$ cat src/rtl/fetch_if.sv
`default_nettype none
// +--------------------------------------------------------------------------+
// | Module      : fetch_if                                                   |
// | Description : Instruction-memory request/grant/response bus, redirect    |
// |               input and fetch-to-decode valid/ready channel, bundled for |
// |               the fetch unit.                                            |
// | Revision    : 1.0 - initial release                                      |
// +--------------------------------------------------------------------------+
interface fetch_if;
   // instruction memory side
   logic        o_imem_req;
   logic [31:0] o_imem_addr;
   logic        i_imem_gnt;
   logic        i_imem_rvalid;
   logic [31:0] i_imem_rdata;
   // control-flow redirect from execute
   logic        i_redirect;
   logic [31:0] i_redirect_pc;
   // decoder side
   logic        o_inst_valid;
   logic [31:0] o_inst;
   logic [31:0] o_inst_pc;
   logic        i_inst_ready;

   // fetch unit view
   modport master (
      output o_imem_req, o_imem_addr, o_inst_valid, o_inst, o_inst_pc,
      input  i_imem_gnt, i_imem_rvalid, i_imem_rdata,
      input  i_redirect, i_redirect_pc, i_inst_ready
   );

   // memory / execute / decoder view
   modport slave (
      input  o_imem_req, o_imem_addr, o_inst_valid, o_inst, o_inst_pc,
      output i_imem_gnt, i_imem_rvalid, i_imem_rdata,
      output i_redirect, i_redirect_pc, i_inst_ready
   );
endinterface
`default_nettype wire

$ cat src/rtl/fetch.sv
`default_nettype none
// +--------------------------------------------------------------------------+
// | Module      : fetch                                                      |
// | Description : Instruction fetch unit. Keeps the PC, issues one aligned   |
// |               read at a time, presents fetched words to decode and       |
// |               squashes wrong-path fetches on redirect.                   |
// | Revision    : 1.0 - initial release                                      |
// +--------------------------------------------------------------------------+
module fetch #(
   parameter logic [31:0] RESET_ADDR = 32'h0000_0000
) (
   input  wire logic i_clk,
   input  wire logic i_rst,
   fetch_if.master   bus
);

   localparam logic [31:0] C_NOP = 32'h0000_0013;

   typedef enum logic [1:0] {
      ST_IDLE = 2'd0,
      ST_REQ  = 2'd1,
      ST_WAIT = 2'd2
   } state_t;

   state_t      state_q, state_d;
   logic [31:0] pc_q, pc_d;
   logic [31:0] req_pc_q, req_pc_d;
   logic        drop_q, drop_d;
   logic        imem_req_q, imem_req_d;
   logic [31:0] imem_addr_q, imem_addr_d;
   logic        inst_valid_q, inst_valid_d;
   logic [31:0] inst_q, inst_d;
   logic [31:0] inst_pc_q, inst_pc_d;

   logic [31:0] redirect_target;
   logic        xfer;
   logic        unused_redirect_lsbs;

   // The two low target bits are discarded: every fetch is word aligned.
   assign unused_redirect_lsbs = ^bus.i_redirect_pc[1:0];
   assign redirect_target      = {bus.i_redirect_pc[31:2], 2'b00};
   assign xfer                 = inst_valid_q && bus.i_inst_ready;

   // Next-state logic: request sequencing, response capture and redirect squash.
   always_comb begin
      state_d      = state_q;
      pc_d         = pc_q;
      req_pc_d     = req_pc_q;
      drop_d       = drop_q;
      inst_valid_d = inst_valid_q;
      inst_d       = inst_q;
      inst_pc_d    = inst_pc_q;

      // a consumed word leaves the output register empty unless refilled below
      if (xfer) begin
         inst_valid_d = 1'b0;
      end

      case (state_q)
         ST_IDLE: begin
            // only ask for a new word when there will be room to hold it
            if (!inst_valid_q || xfer || bus.i_redirect) begin
               state_d = ST_REQ;
            end
         end
         ST_REQ: begin
            if (bus.i_imem_gnt) begin
               req_pc_d = pc_q;
               pc_d     = pc_q + 32'd4;
               // a request granted alongside a redirect is already wrong-path
               drop_d   = bus.i_redirect;
               state_d  = ST_WAIT;
            end
         end
         ST_WAIT: begin
            if (bus.i_imem_rvalid) begin
               if (drop_q || bus.i_redirect) begin
                  drop_d  = 1'b0;
                  state_d = ST_REQ;
               end else begin
                  inst_d       = bus.i_imem_rdata;
                  inst_pc_d    = req_pc_q;
                  inst_valid_d = 1'b1;
                  state_d      = ST_IDLE;
               end
            end else if (bus.i_redirect) begin
               // the in-flight response must still be absorbed, then discarded
               drop_d = 1'b1;
            end
         end
         default: begin
            state_d = ST_IDLE;
         end
      endcase

      // redirect wins over the sequential increment and kills the held word
      if (bus.i_redirect) begin
         pc_d         = redirect_target;
         inst_valid_d = 1'b0;
      end

      imem_req_d  = (state_d == ST_REQ);
      imem_addr_d = pc_d;
   end

   // State and output registers; reset returns everything to the boot PC.
   always_ff @(posedge i_clk or posedge i_rst) begin
      if (i_rst) begin
         state_q      <= ST_IDLE;
         pc_q         <= RESET_ADDR;
         req_pc_q     <= RESET_ADDR;
         drop_q       <= 1'b0;
         imem_req_q   <= 1'b0;
         imem_addr_q  <= RESET_ADDR;
         inst_valid_q <= 1'b0;
         inst_q       <= C_NOP;
         inst_pc_q    <= RESET_ADDR;
      end else begin
         state_q      <= state_d;
         pc_q         <= pc_d;
         req_pc_q     <= req_pc_d;
         drop_q       <= drop_d;
         imem_req_q   <= imem_req_d;
         imem_addr_q  <= imem_addr_d;
         inst_valid_q <= inst_valid_d;
         inst_q       <= inst_d;
         inst_pc_q    <= inst_pc_d;
      end
   end

   assign bus.o_imem_req   = imem_req_q;
   assign bus.o_imem_addr  = imem_addr_q;
   assign bus.o_inst_valid = inst_valid_q;
   assign bus.o_inst       = inst_q;
   assign bus.o_inst_pc    = inst_pc_q;

endmodule
`default_nettype wire

$ cat src/flat_wrapper.sv
// flat-port wrapper written by rule: the top's interface ports become plain ports
module fetch_flat 
#(
   parameter logic [31:0] RESET_ADDR = 32'h0000_0000
)
  (i_clk, i_rst, bus_o_imem_req, bus_o_imem_addr, bus_o_inst_valid, bus_o_inst, bus_o_inst_pc, bus_i_imem_gnt, bus_i_imem_rvalid, bus_i_imem_rdata, bus_i_redirect, bus_i_redirect_pc, bus_i_inst_ready);
  fetch_if bus_i ();
  input  wire logic i_clk;
  input  wire logic i_rst;
  output wire logic [$bits(bus_i.o_imem_req)-1:0] bus_o_imem_req;
  output wire logic [$bits(bus_i.o_imem_addr)-1:0] bus_o_imem_addr;
  output wire logic [$bits(bus_i.o_inst_valid)-1:0] bus_o_inst_valid;
  output wire logic [$bits(bus_i.o_inst)-1:0] bus_o_inst;
  output wire logic [$bits(bus_i.o_inst_pc)-1:0] bus_o_inst_pc;
  input wire logic [$bits(bus_i.i_imem_gnt)-1:0] bus_i_imem_gnt;
  input wire logic [$bits(bus_i.i_imem_rvalid)-1:0] bus_i_imem_rvalid;
  input wire logic [$bits(bus_i.i_imem_rdata)-1:0] bus_i_imem_rdata;
  input wire logic [$bits(bus_i.i_redirect)-1:0] bus_i_redirect;
  input wire logic [$bits(bus_i.i_redirect_pc)-1:0] bus_i_redirect_pc;
  input wire logic [$bits(bus_i.i_inst_ready)-1:0] bus_i_inst_ready;
  assign bus_o_imem_req = bus_i.o_imem_req;
  assign bus_o_imem_addr = bus_i.o_imem_addr;
  assign bus_o_inst_valid = bus_i.o_inst_valid;
  assign bus_o_inst = bus_i.o_inst;
  assign bus_o_inst_pc = bus_i.o_inst_pc;
  assign bus_i.i_imem_gnt = bus_i_imem_gnt;
  assign bus_i.i_imem_rvalid = bus_i_imem_rvalid;
  assign bus_i.i_imem_rdata = bus_i_imem_rdata;
  assign bus_i.i_redirect = bus_i_redirect;
  assign bus_i.i_redirect_pc = bus_i_redirect_pc;
  assign bus_i.i_inst_ready = bus_i_inst_ready;
  fetch #(.RESET_ADDR(RESET_ADDR)) u_core (.i_clk(i_clk), .i_rst(i_rst), .bus(bus_i));
endmodule
$ cat config.mk
export PLATFORM = sky130hd
export DESIGN_NAME = fetch_flat
export DESIGN_NICKNAME = d
export VERILOG_FILES = /design/src/rtl/fetch_if.sv /design/src/rtl/fetch.sv /design/src/flat_wrapper.sv
export SDC_FILE = /design/constraint.sdc
export NUM_CORES = 1
export LEC_CHECK = 0
export ABC_AREA = 1
export BUFFER_PORTS_ARGS = -buffer_cell sky130_fd_sc_hd__clkbuf_2
export CAP_MARGIN = 20
export CORE_MARGIN = 2
export CORE_UTILIZATION = 52
export CTS_CLUSTER_SIZE = 8
export DETAILED_ROUTE_END_ITERATION = 10
export HOLD_SLACK_MARGIN = 0.03
export PLACE_DENSITY = 0.8
export SLEW_MARGIN = 20
export SYNTH_ARGS = -nofsm -noshare
export SYNTH_HDL_FRONTEND = slang
export SYNTH_SLANG_ARGS = --single-unit
$ cat constraint.sdc
create_clock -name i_clk -period 5.7 [get_ports i_clk]
set_input_delay 0.855 -clock i_clk [delete_from_list [all_inputs] [get_ports i_clk]]
set_output_delay 0.855 -clock i_clk [all_outputs]
set_load 0.02 [all_outputs]
# After elaboration in Yosys (flattened, before gate mapping)
# Cells that the tools add are included.
# Widths: inputs -> output; s select.
# classes
addsub	1
n_eq_ne	6
muxes	18
bitwise_logic	1
n_reduce_logical	13
# op_table
op	count
$mux 32	3
$add 32x3->32 const B	1
$mux 1	10
$mux 2	3
$pmux 2 s3	1
$reduce_bool 2->1	3
$eq 2x1->1 const B	2
$reduce_and 2->1	2
$reduce_and 4->1	1
$logic_or 1x1->1	3
$ne 3x2->1 const B	1
$ne 3x3->1 const B	1
$reduce_and 3->1	1
$eq 2x2->1 const B	1
$logic_not 2->1	1
$ne 2x2->1 const B	1
$pmux 1 s2	1
$logic_and 1x1->1	1
$logic_not 1->1	1
$not 1->1	1
# word_totals
ff_bits	133
in_bits	70
out_inout_bits	98
elab_cells	47

# Depth between registers and ports, before layout
# Gate-level depths: netlist (run 1).
# depth
depth_word	6
ltp_mapped	9
mapped_depth_nobuf	9

# Worst setup path before layout (run 1)
# No wires, ideal clock.
# synth_timing
path_type	input to register
from	input port bus_i_redirect
to	register u_core.inst_q[18], in the netlist u_core.bus.o_inst[18]
arrival_ns	1.679
required_time_ns	5.568
setup_slack_ns	3.889
cell_stages	7
path_buffers	2
path_cell_list	or2_1 inv_1 nand3_2 buf_6 buf_6 nand2_1 o21ai_0
# synth_between
elab_chain_len	3
# synth_rtl
item	line_no	rtl
from (decl)	flat_wrapper.sv:18	input wire logic [$bits(bus_i.i_redirect)-1:0] bus_i_redirect;
$logic_or 1x1->1	fetch.sv:77	if (drop_q || bus.i_redirect) begin
$not 1->1 (no source line)	-	
$reduce_and 3->1 (no source line)	-	
to (signal assigned)	fetch.sv:126	inst_q <= inst_d;
to (decl)	fetch.sv:32	logic [31:0] inst_q, inst_d;
# No other way between the ends.
# A chain may end at the register's enable or synchronous reset.

# Final worst setup path (run 1)
# layout_timing
from	input port bus_i_imem_gnt
to	register u_core.pc_q[29]
# layout_between
elab_chain_len	2
# layout_rtl
item	line_no	rtl
from (decl)	flat_wrapper.sv:15	input wire logic [$bits(bus_i.i_imem_gnt)-1:0] bus_i_imem_gnt;
$reduce_bool 2->1 (no source line)	-	
$reduce_and 2->1 (no source line)	-	
to (signal assigned)	fetch.sv:120	pc_q <= pc_d;
to (decl)	fetch.sv:26	logic [31:0] pc_q, pc_d;
# No other way between the ends.

==> impl_summary.log, run 1 <==
INFO  metric setup_tns = 0 ns
INFO  metric cts_htree_levels = 4
INFO  metric vdd_ir_drop_max = 0.247 mV
INFO  metric asyncSetResetFlopFracSynth = 100%
INFO  metric cp.arrival = 2.80 ns
INFO  metric clockRootBuffer = clkbuf_16
INFO  metric clk_transition_reported_paths = 0.05 ns
INFO  metric syn_area = 0.00597 mm²
INFO  metric r2r-end = u_core.pc_q[29]
INFO  metric clock_power_share = 29.0%
INFO  metric vias_in_the_first_global_route = 4,819
INFO  metric hold_ws = 0.482 ns
INFO  metric regToRegSetupSlack = 3.36 ns
INFO  metric ys.flop_type = dfrtp_1
INFO  metric grt-ovfl-total = 0
INFO  metric die_x = 111 µm
INFO  metric worstHoldPathType = reg -> reg
INFO  metric finalNetCount = 967
INFO  metric ctsResizeCount = 0
INFO  metric port_buffers = 161
INFO  metric grt_first_pass_wirelength = 23,400 µm
INFO  metric crit_end = u_core.pc_q[29]
INFO  metric timing.max_cap.violations = 0
INFO  metric drive_above_1_share = 24.1%
INFO  metric leakagePower = 0.00399 µW
INFO  metric via_count = 5,120
INFO  metric p_int = 2380 µW
INFO  metric finalClockSkew = 0.00529 ns
INFO  metric synth_cell_types = 32
INFO  metric gpl.final_weighted_congestion = 0.847
INFO  metric portion_of_synthesized_cell_area_occupied_by_the_leading_cell_type = 51.9%
INFO  metric synth_seq_cells = 127
INFO  metric timing.final.hold_violations = 0
INFO  metric finalSetupViolCount = 0
INFO  metric cts.repair_timing.setup_buffer_count = 0
INFO  metric place.detailed.hpwl = 9610 µm
INFO  metric cts_made_buffers = 17
INFO  metric design.core.area = 0.0113 mm²
INFO  metric post_drt_wl_per_cell = 13.1 µm
INFO  metric drcViolationCount = 0
INFO  metric insertedDiodeCount = 0
INFO  metric number_of_nets_with_antenna_violations_after_routing = 0
INFO  metric yosys_warnings = 0
INFO  metric fin_crit_sh = 43.0%
INFO  metric clock_path_buffers = 2
INFO  metric capturing_element_type_of_the_critical_path = register
INFO  metric synth.area.top_cells = dfrtp_1 (52%), nand2_1 (14%), o21ai_0 (7.9%)
INFO  metric syn_to_final_growth = 24.5%
INFO  metric period_needed = 2.45 ns
INFO  metric run_status = finished, final reports clean
INFO  metric layout.filler_cells = 991
INFO  metric worst_r2r_startpoint = u_core.state_q[0]
INFO  metric critPathLaunchType = input port
INFO  metric netlist.top_cell.by_area = dfrtp_1
INFO  metric p_sw_share = 37.2%
INFO  metric clk_latency = 0.41 ns
INFO  metric avgViaCountPerCell = 4.87
INFO  metric synth-edff-count = 0
INFO  metric drtPass1Iterations = 5
INFO  metric register_area_share_after_synthesis = 53.3%
INFO  metric worst-endpoint-required = 6.05 ns
INFO  metric grt_setup_unrepaired = false
INFO  metric fmax = 408 MHz
INFO  metric antenna_violations_before_repair = 0
INFO  metric grt_start_max_net_pins = 80
INFO  metric floorplan.die.height = 111 µm
INFO  metric clock-sinks = 127
INFO  metric regArea = 0.00318 mm²
INFO  metric netSwitchingPower = 1410 µW
INFO  metric post_synth.cell_area_avg = 8.05 µm²
INFO  metric cell_pwr_density = 509 mW/mm²
INFO  metric io_pins = 168
INFO  metric startpoint = bus_i_imem_gnt
INFO  metric global_route.usage.total = 23.5%
INFO  metric r2r_cells = 8
INFO  metric pwr-share-seq = 39.2%
INFO  metric row_count = 39
INFO  metric tritoncts = built
INFO  metric floorplan.die_area = 0.0124 mm²
INFO  metric critPathMaxFanout = 66
INFO  metric cts_hold_buffers = 0
INFO  metric floorplan.initialDensity = 52.8%
INFO  metric syn_inst = 742
INFO  metric combPwrFrac = 31.8%
INFO  metric worst-setup-path-type = in -> reg
INFO  metric worst_slew_margin_rel = 40.7%
INFO  metric drt_iter0_markers = 407
INFO  metric tightestPinTransition = 0.886 ns
INFO  metric area_used_by_multi_input_combinational_logic = 0.00218 mm²
INFO  metric totalWireLength = 13,800 µm
INFO  metric slew_viol_final = 0
[flip-flops by register name, indices dropped and copies added, names as in the netlist]
signal and cells:
u_core.bus.o_imem_req 1, u_core.req_pc_q 30, u_core.pc_q 30, u_core.bus.o_inst 32
u_core.bus.o_inst_valid 1, u_core.state_q 2, u_core.bus.o_inst_pc 30, u_core.drop_q 1
[worst min-delay path by stage]
stage	start	depth (start not counted)	end	slack, ns
global route	u_core.bus.o_inst_pc[5]	2	u_core.bus.o_inst_pc[5]	0.50
finish	u_core.bus.o_inst_pc[26]	2	u_core.bus.o_inst_pc[26]	0.48
detailed placement	u_core.bus.o_inst_pc[26]	2	u_core.bus.o_inst_pc[26]	0.47
global placement	u_core.bus.o_inst_pc[3]	2	u_core.bus.o_inst_pc[3]	0.46
floorplan	u_core.state_q[0]	1	u_core.state_q[1]	0.47
CTS	u_core.bus.o_inst_pc[26]	2	u_core.bus.o_inst_pc[26]	0.49
[cells by family after synthesis]
group	share of synthesized area, %
fa+ha+maj	0.209
buf+inv	10.7
simple gates	23.4
other cells	0.0628
xor+xnor	1.32
flops	53.3
compound gates	11.1
[metal layers]
layer | part of all wire (%) | global-route usage [%]
met3 | 6.0 | 4.87
met4 | 2.3 | 8.81
met2 | 45 | 36.5
met5 | 0 | 0
met1 | 47 | 32.9
[cell usage after synthesis, types with 2 or more instances]
master and count:
nor2_4 8, buf_2 9, buf_4 5, a21oi_1 4, nor2_2 5, nand3_1 39, nand4_1 3, dfstp_2 3
xor2_1 6, dfrtp_1 124, and2_1 2, clkbuf_1 12, inv_1 115, o211ai_1 3, o21ai_0 94, buf_6 6
o31ai_1 2, nand2_4 2, nor2_1 33, xnor2_1 3, inv_2 4, nand2_1 229, nand2_2 2, o21ai_1 18
a22o_1 4
[power by group through the flow]
| stage | registers [µW] | logic (µW) | clock network [µW] |
|---|---|---|---|
| detailed placement | 1490 | 1210 | 0 |
| finish | 1480 | 1200 | 1100 |
| floorplan | 1760 | 504 | 0 |
| global placement | 1480 | 1180 | 0 |
| global route | 1530 | 1350 | 1160 |
| CTS | 1480 | 1220 | 1110 |
[critical path, cell delays in order]
cell and delay (ns):
clkbuf_2 0.08, nand2_1 0.11, nor2_4 0.03, buf_4 0.28
nor2_1 0.74, inv_2 0.31, o21ai_0 0.23, inv_1 0.06
nand2_1 0.06
[final cells by class]
cell class | count | area share, %
clock buffer | 25 | 6.66
clock inverter | 7 | 1.48
inverter | 119 | 6.04
multi-input combinational | 467 | 29.3
sequential | 127 | 42.8
tap | 143 | 2.40
timing repair buffer | 164 | 11.4
[cells in the final DEF, fill, tap and decap left out, types with 2 or more instances in the layout]
cell type	Yosys	final
xor2_1	6	6
clkbuf_8	0	4
xnor2_1	3	3
dfstp_2	3	3
bufinv_16	0	3
nand3_1	39	39
o211ai_1	3	3
nand2_4	2	2
o31ai_1	2	2
inv_2	4	4
nor2_2	5	5
nor2_1	33	32
clkinv_2	0	4
and2_1	2	2
nor2_4	8	9
conb_1	1	4
buf_4	5	2
nand2_2	2	2
dfrtp_1	124	124
o21ai_0	94	94
a21oi_1	4	4
nand4_1	3	3
clkbuf_16	0	17
clkbuf_2	0	161
a22o_1	4	4
o21ai_1	18	18
inv_1	115	114
clkbuf_1	12	4
nand2_1	229	229
[through the flow]
| stage | power, µW | utilization [%] | area, µm² | cells | worst slack, ns |
|---|---|---|---|---|---|
| 2_1_floorplan | 2260 | - | 5990 | 745 | 1.47 |
| 3_3_place_gp | 2650 | 60.1 | 6810 | 1019 | 2.52 |
| 4_1_cts | 3810 | 65.7 | 7440 | 1052 | 3.27 |
| 5_1_grt | 4030 | 65.7 | 7440 | 1052 | 3.02 |
| 3_5_place_dp | 2700 | 60.4 | 6840 | 1020 | 2.86 |
| 6_report | 3780 | 65.7 | 7440 | 1052 | 3.25 |
Note: power is estimated with default switching activity, not from simulation.
==> run 2, diff against run 1 <==
clock period = 2.4 ns   (was 5.7 ns; I/O delays follow)
==> run 2 against run 1 <==
Net effect: power rose by 140%; global-route usage hardly changed; utilization rose by 0.46 points; clock power grew 140%; register-to-register slack worse by 2.6 ns; critical path depth decreased by 1; critical path type is now reg -> reg; critical endpoint is now u_core.pc_q[14]; highest routed layer unchanged.
==> impl_summary.log, run 2 (synthesized netlist as in run 1, its figures left out) <==
INFO  metric run_status = finished, final reports clean
INFO  metric io_pins = 168 (unchanged)
INFO  metric fmax = 597 MHz
INFO  metric critPathLaunchType = register
INFO  metric cts_made_buffers = 17 (unchanged)
INFO  metric cell_pwr_density = 1200 mW/mm² (+140%)
INFO  metric clk_transition_reported_paths = 0.05 ns (about the same)
INFO  metric period_needed = 1.68 ns
INFO  metric capturing_element_type_of_the_critical_path = register
INFO  metric finalNetCount = 971 (+0.41%)
INFO  metric worst_path_largest_cell_delay = 0.46 ns (-0.28 ns)
INFO  metric crit_chain = ha_1 -> nand2_1 -> nor2_2 -> nand2_4 -> nor2_4 -> xor2_1 -> nand2_1 -> nand2_1
INFO  metric clock-sinks = 127 (unchanged)
INFO  metric largest_reg_flops = 32 (unchanged)
INFO  metric grt_setup_unrepaired = false
INFO  metric clockRootBuffer = clkbuf_16
INFO  metric timing.final.hold_violations = 0 (unchanged)
INFO  metric cell_total_after_placement = 1,024 (+0.39%)
INFO  metric drtPass1Iterations = 5 (unchanged)
INFO  metric worst-setup-path-type = reg -> reg
INFO  metric drive_above_1_share = 24.6% (+0.55 points)
INFO  metric worstHoldPathType = in -> async
INFO  metric row_count = 39 (unchanged)
INFO  metric drcViolationCount = 0 (unchanged)
INFO  metric totalWireLength = 13,900 µm (+0.66%)
INFO  metric crit_end = u_core.pc_q[14]
INFO  metric final_std_cells_w_o_fill = 1,056 (+0.38%)
INFO  metric layout_commonest_cell = nand2_1
INFO  metric insertedDiodeCount = 0 (unchanged)
INFO  metric leakagePower = 0.00400 µW (+0.20%)
INFO  metric worst_slew_margin_rel = 52.1% (+11 points)
INFO  metric place.detailed.hpwl = 9620 µm (about the same)
INFO  metric slew_viol_final = 0 (unchanged)
INFO  metric design.core.area = 0.0113 mm² (unchanged)
INFO  metric clk_latency = 0.41 ns (about the same)
INFO  metric startpoint = u_core.pc_q[3]
INFO  metric fin_crit_sh = 69.8%
INFO  metric floorplan.initialDensity = 52.8% (unchanged)
INFO  metric die_x = 111 µm (unchanged)
INFO  metric setup_tns = 0 ns (unchanged)
INFO  metric clock_path_buffers = 2 (unchanged)
INFO  metric critPathMaxFanout = 6 (-91%)
INFO  metric vias_in_the_first_global_route = 4,776 (-0.89%)
INFO  metric ctsResizeCount = 0 (unchanged)
INFO  metric vdd_ir_drop_max = 0.660 mV (+170%)
INFO  metric hold_ws = 0.0658 ns (-0.416 ns)
INFO  metric worst-endpoint-required = 2.74 ns (-3.31 ns)
INFO  metric r2r_cells = 8 (unchanged)
INFO  metric cp.arrival = 2.02 ns (-0.78 ns)
INFO  metric p_total = 9000 µW (+140%)
INFO  metric finalClockSkew = 0.00889 ns (+0.00360 ns)
INFO  metric worstSetupPathDepth = 8 (-1)
INFO  metric cpMostUsedCell = nand2_1
INFO  metric avgViaCountPerCell = 4.88 (+0.26%)
INFO  metric stdcell_area = 0.00749 mm² (+0.71%)
INFO  metric cts.repair_timing.setup_buffer_count = 0 (unchanged)
INFO  metric floorplan.die.height = 111 µm (unchanged)
INFO  metric cpLargestDelayFamily = simple AND/OR/NAND/NOR gates
INFO  metric cts_hold_buffers = 0 (unchanged)
INFO  metric floorplan.die_area = 0.0124 mm² (unchanged)
INFO  metric antenna_violations_before_repair = 0 (unchanged)
INFO  metric finalSetupViolCount = 0 (unchanged)
INFO  metric worst_r2r_startpoint = u_core.pc_q[3]
INFO  metric tightestPinTransition = 0.717 ns (-0.170 ns)
INFO  metric post_drt_wl_per_cell = 13.2 µm (+0.28%)
INFO  metric cts_htree_levels = 4 (unchanged)
INFO  metric gpl.final_weighted_congestion = 0.873 (+3.0%)
INFO  metric via_count = 5,153 (+0.64%)
INFO  metric tritoncts = built
INFO  metric cp.buffers_inverters = 0 (-4)
INFO  metric drt_iter0_markers = 391 (-3.9%)
INFO  metric grt_first_pass_wirelength = 23,200 µm (-0.53%)
INFO  metric cp_slowest_cell = dfrtp_1
INFO  metric grt-ovfl-total = 0 (unchanged)
INFO  metric timing.max_cap.violations = 0 (unchanged)
INFO  metric global_route.usage.total = 23.5% (-0.040 points)
INFO  metric regToRegSetupSlack = 0.72 ns (-2.64 ns)
INFO  metric number_of_nets_with_antenna_violations_after_routing = 0 (unchanged)
INFO  metric syn_to_final_growth = 25.4%
INFO  metric port_buffers = 161 (unchanged)
INFO  metric most-common-layout-cells = nand2_1 (229), clkbuf_2 (161), dfrtp_1 (124)
INFO  metric cell_area_after_placement = 0.00688 mm² (+0.71%)
INFO  metric grt_start_max_net_pins = 126 (+57%)
INFO  metric r2r-end = u_core.pc_q[14]
==> run 2: cell count changes in the layout (fill, tap and decap cells not counted), moves of 2 or more <==
cell        before  now
buf_12           0    3
clkinvlp_4       0    5
buf_4            2    4
clkbuf_1         4    2
==> run 2: worst min path at each step <==
stage / start / end / slack [ns] / cells after the start
floorplan: bus_i_imem_rvalid / u_core.state_q[1] / 0.45 / 1
global placement: u_core.bus.o_inst_pc[4] / u_core.bus.o_inst_pc[4] / 0.46 / 2
detailed placement: u_core.bus.o_inst_pc[30] / u_core.bus.o_inst_pc[30] / 0.47 / 2
CTS: i_rst / u_core.bus.o_inst[22] / 0.07 / 2
global route: i_rst / u_core.bus.o_inst[28] / 0.1 / 2
finish: i_rst / u_core.bus.o_inst[16] / 0.07 / 2
==> run 2: layout make-up <==
| type | instances | area (µm²) |
|---|---|---|
| fill | 965 | 3830 |
| sequential | 127 | 3180 |
| multi-input combinational | 467 | 2180 |
| timing repair buffer | 168 | 896 |
| clock buffer | 22 | 474 |
| inverter | 119 | 450 |
| tap | 143 | 179 |
| clock inverter | 10 | 135 |
==> run 2: where the power goes <==
part	internal [µW]	total, µW	switching (µW)	leakage, µW
sequential	2990	3520	532	0.00160
clock	1710	2600	893	0.000288
combinational	932	2880	1950	0.00211
==> run 2: layer usage <==
metal	global-route usage [%]	up-vias	routed length, µm
met5	0	-	0
li1	-	2609	-
met2	37.3	195	6560
met4	8.64	0	202
met3	4.87	18	781
met1	32.2	2331	6350
==> run 2: metrics by stage <==
step / utilization (%) / setup WS, ns
final: 66.2 / 0.724
after global routing: 66.2 / 0.559
after CTS: 66.2 / 0.727
after detailed placement: 60.8 / 0.749
after global placement: 60.8 / 0.802
after floorplan: - / 0.475
==> run 3, diff against run 2 <==
clock period = 1.6 ns   (was 2.4 ns; I/O delays follow)
==> run 3 against run 2 <==
Net effect: clock skew is essentially flat; maximum frequency up 14%; register-to-register slack got worse by 0.59 ns; flip-flop and latch count did not move; utilization increased by 1.5 points; critical path type unchanged; critical endpoint is now u_core.pc_q[15].
==> impl_summary.log, run 3 (synthesized netlist as in run 1, its figures left out) <==
INFO  metric hold_ws = 0.0372 ns (-0.0287 ns)
INFO  metric r2r_cells = 7 (-1)
INFO  metric tritoncts = built
INFO  metric critPathLaunchType = register
INFO  metric cp_slowest_cell = dfrtp_1
INFO  metric cts_made_buffers = 17 (unchanged)
INFO  metric worstHoldPathType = in -> reg
INFO  metric grt_start_max_net_pins = 67 (-47%)
INFO  metric cell_total_after_placement = 1,039 (+1.5%)
INFO  metric floorplan.initialDensity = 52.8% (unchanged)
INFO  metric place.detailed.hpwl = 10,200 µm (+6.2%)
INFO  metric floorplan.die.height = 111 µm (unchanged)
INFO  metric fmax = 681 MHz (+14%)
INFO  metric r2r-end = u_core.pc_q[15]
INFO  metric place_worst_setup_slack = -0.173 ns (-0.922 ns)
INFO  metric number_of_nets_with_antenna_violations_after_routing = 0 (unchanged)
INFO  metric floorplan.die_area = 0.0124 mm² (unchanged)
INFO  metric regToRegSetupSlack = 0.13 ns (-0.59 ns)
INFO  metric cell_pwr_density = 1760 mW/mm² (+46%)
INFO  metric syn_to_final_growth = 28.3%
INFO  metric cp.arrival = 1.76 ns (-0.26 ns)
INFO  metric grt_first_pass_wirelength = 24,000 µm (+3.3%)
INFO  metric grt-ovfl-total = 0 (unchanged)
INFO  metric largest_reg_flops = 32 (unchanged)
INFO  metric global_route.usage.total = 24.1% (+0.57 points)
INFO  metric clockRootBuffer = clkbuf_16
INFO  metric period_needed = 1.47 ns (-0.208 ns)
INFO  metric vdd_ir_drop_max = 1.13 mV (+72%)
INFO  metric worst_path_largest_cell_delay = 0.47 ns (about the same)
INFO  metric final_core_utilization = 67.7% (+1.5 points)
INFO  metric hold-path-endpoint = u_core.bus.o_inst[0]
INFO  metric grt_setup_unrepaired = true
INFO  metric finalClockSkew = 0.00849 ns (-0.000404 ns)
INFO  metric crit_chain = nand2_1 -> nor2_4 -> nand2_4 -> nor2_4 -> nand2_1 -> nand3_1 -> nand3_1
INFO  metric capturing_element_type_of_the_critical_path = register
INFO  metric hold_path.startpoint = bus_i_imem_rdata[0]
INFO  metric die_x = 111 µm (unchanged)
INFO  metric gpl.final_weighted_congestion = 0.852 (-2.4%)
INFO  metric antenna_violations_before_repair = 0 (unchanged)
INFO  metric drtPass1Iterations = 5 (unchanged)
INFO  metric worst-setup-path-type = reg -> reg
INFO  metric clk_latency = 0.41 ns (about the same)
INFO  metric worst_r2r_startpoint = u_core.pc_q[5]
INFO  metric finalNetCount = 990 (+2.0%)
INFO  metric totalWireLength = 14,000 µm (+0.71%)
INFO  metric clk_transition_reported_paths = 0.05 ns (about the same)
INFO  metric leakagePower = 0.00410 µW (+2.6%)
INFO  metric layout_commonest_cell = nand2_1
INFO  metric row_count = 39 (unchanged)
INFO  metric slew_viol_final = 0 (unchanged)
INFO  metric fin_crit_sh = 91.8% (+22 points)
INFO  metric startpoint = u_core.pc_q[5]
INFO  metric finalSetupViolCount = 0 (unchanged)
INFO  metric io_pins = 168 (unchanged)
INFO  metric insertedDiodeCount = 0 (unchanged)
INFO  metric clock_path_buffers = 2 (unchanged)
INFO  metric drive_above_1_share = 26.0% (+1.3 points)
INFO  metric drcViolationCount = 0 (unchanged)
INFO  metric hold-path-cell-count = 3
INFO  metric avgViaCountPerCell = 4.82 (-1.3%)
INFO  metric design.core.area = 0.0113 mm² (unchanged)
INFO  metric cts_htree_levels = 4 (unchanged)
INFO  metric critPathMaxFanout = 6 (unchanged)
INFO  metric vias_in_the_first_global_route = 5,019 (+5.1%)
INFO  metric port_buffers = 161 (unchanged)
INFO  metric via_count = 5,180 (+0.52%)
INFO  metric timing.max_cap.violations = 0 (unchanged)
INFO  metric worst_slack_setup_final = 0.131 ns (-0.592 ns)
INFO  metric clock-sinks = 127 (unchanged)
INFO  metric timing.final.hold_violations = 0 (unchanged)
INFO  metric final_std_cells_w_o_fill = 1,075 (+1.8%)
INFO  metric most-common-layout-cells = nand2_1 (229), clkbuf_2 (161), dfrtp_1 (122)
INFO  metric worst-endpoint-required = 1.89 ns (-0.85 ns)
INFO  metric post_drt_wl_per_cell = 13.0 µm (-1.1%)
INFO  metric drt_iter0_markers = 424 (+8.4%)
INFO  metric run_status = finished, final reports clean
[run 3: changes by cell type in the layout (fill, tap and decap cells not counted)]
cell / previous run / this run
dfrtp_2: 0 / 2
dfrtp_1: 124 / 122
buf_12: 3 / 7
nor2_4: 9 / 10
buf_4: 4 / 16
clkbuf_1: 2 / 5
clkinv_2: 3 / 5
dlygate4sd3_1: 0 / 3
nor2_2: 5 / 6
bufinv_16: 3 / 2
nor2_1: 32 / 30
clkinvlp_4: 5 / 1
[run 3: critical path, delay by kind of cell (launching register included)]
family | cells | cell delay (ns)
and+or+nand+nor | 7 | 0.88
DFF | 1 | 0.47
[run 3: worst max path at each step]
stage | endpoint | slack, ns | depth (start not counted)
after floorplan | u_core.bus.o_imem_req | -0.20 | 1
after global placement | u_core.pc_q[21] | -0.09 | 7
after detailed placement | u_core.pc_q[31] | -0.17 | 7
after CTS | u_core.pc_q[12] | 0.06 | 8
after global routing | u_core.pc_q[12] | -0.04 | 8
final | u_core.pc_q[15] | 0.13 | 7
[run 3: final cells by class]
| type | instances | area (µm²) |
|---|---|---|
| repair buffers | 187 | 1100 |
| clock inverters | 7 | 85.1 |
| well taps | 143 | 179 |
| clock buffers | 25 | 485 |
| inverters | 119 | 450 |
| multi-input cells | 467 | 2190 |
| flip-flops and latches | 127 | 3180 |
| fillers | 951 | 3650 |
[run 3: metal layers]
layer | up-vias | track usage, % | share of wire (%)
li1 | 2652 | - | -
met1 | 2312 | 32.5 | 46
met2 | 194 | 39.1 | 47
met3 | 22 | 4.98 | 6.0
met4 | 0 | 8.07 | 1.5
met5 | - | 0 | 0
[run 3: power by group]
part / switching (µW) / internal (µW)
Clock: 1280 / 2400
Sequential: 752 / 4480
Combinational: 3010 / 1550
Total: 5050 / 8440
[run 3: stage by stage]
stage               instance area (µm²)  TNS [ns]  power (µW)
floorplan                          5990    -25.40        8050
global placement                   7050     -1.21        9640
detailed placement                 7050     -2.29        9820
CTS                                7650         0       13500
global route                       7670   -0.0486       14400
finish                             7670         0       13500
[run 3: what timing repair did]
| action | 4_1_cts | 5_1_grt |
|---|---|---|
| pin swaps | 0 | 1 |
| endpoints found under the hold margin | 18 | 0 |
| resized for setup | 1 | 4 |
| cloned | 0 | 0 |
| setup endpoints to repair | 16 | 18 |
| setup buffers | 0 | 1 |
| hold buffers | 3 | 0 |
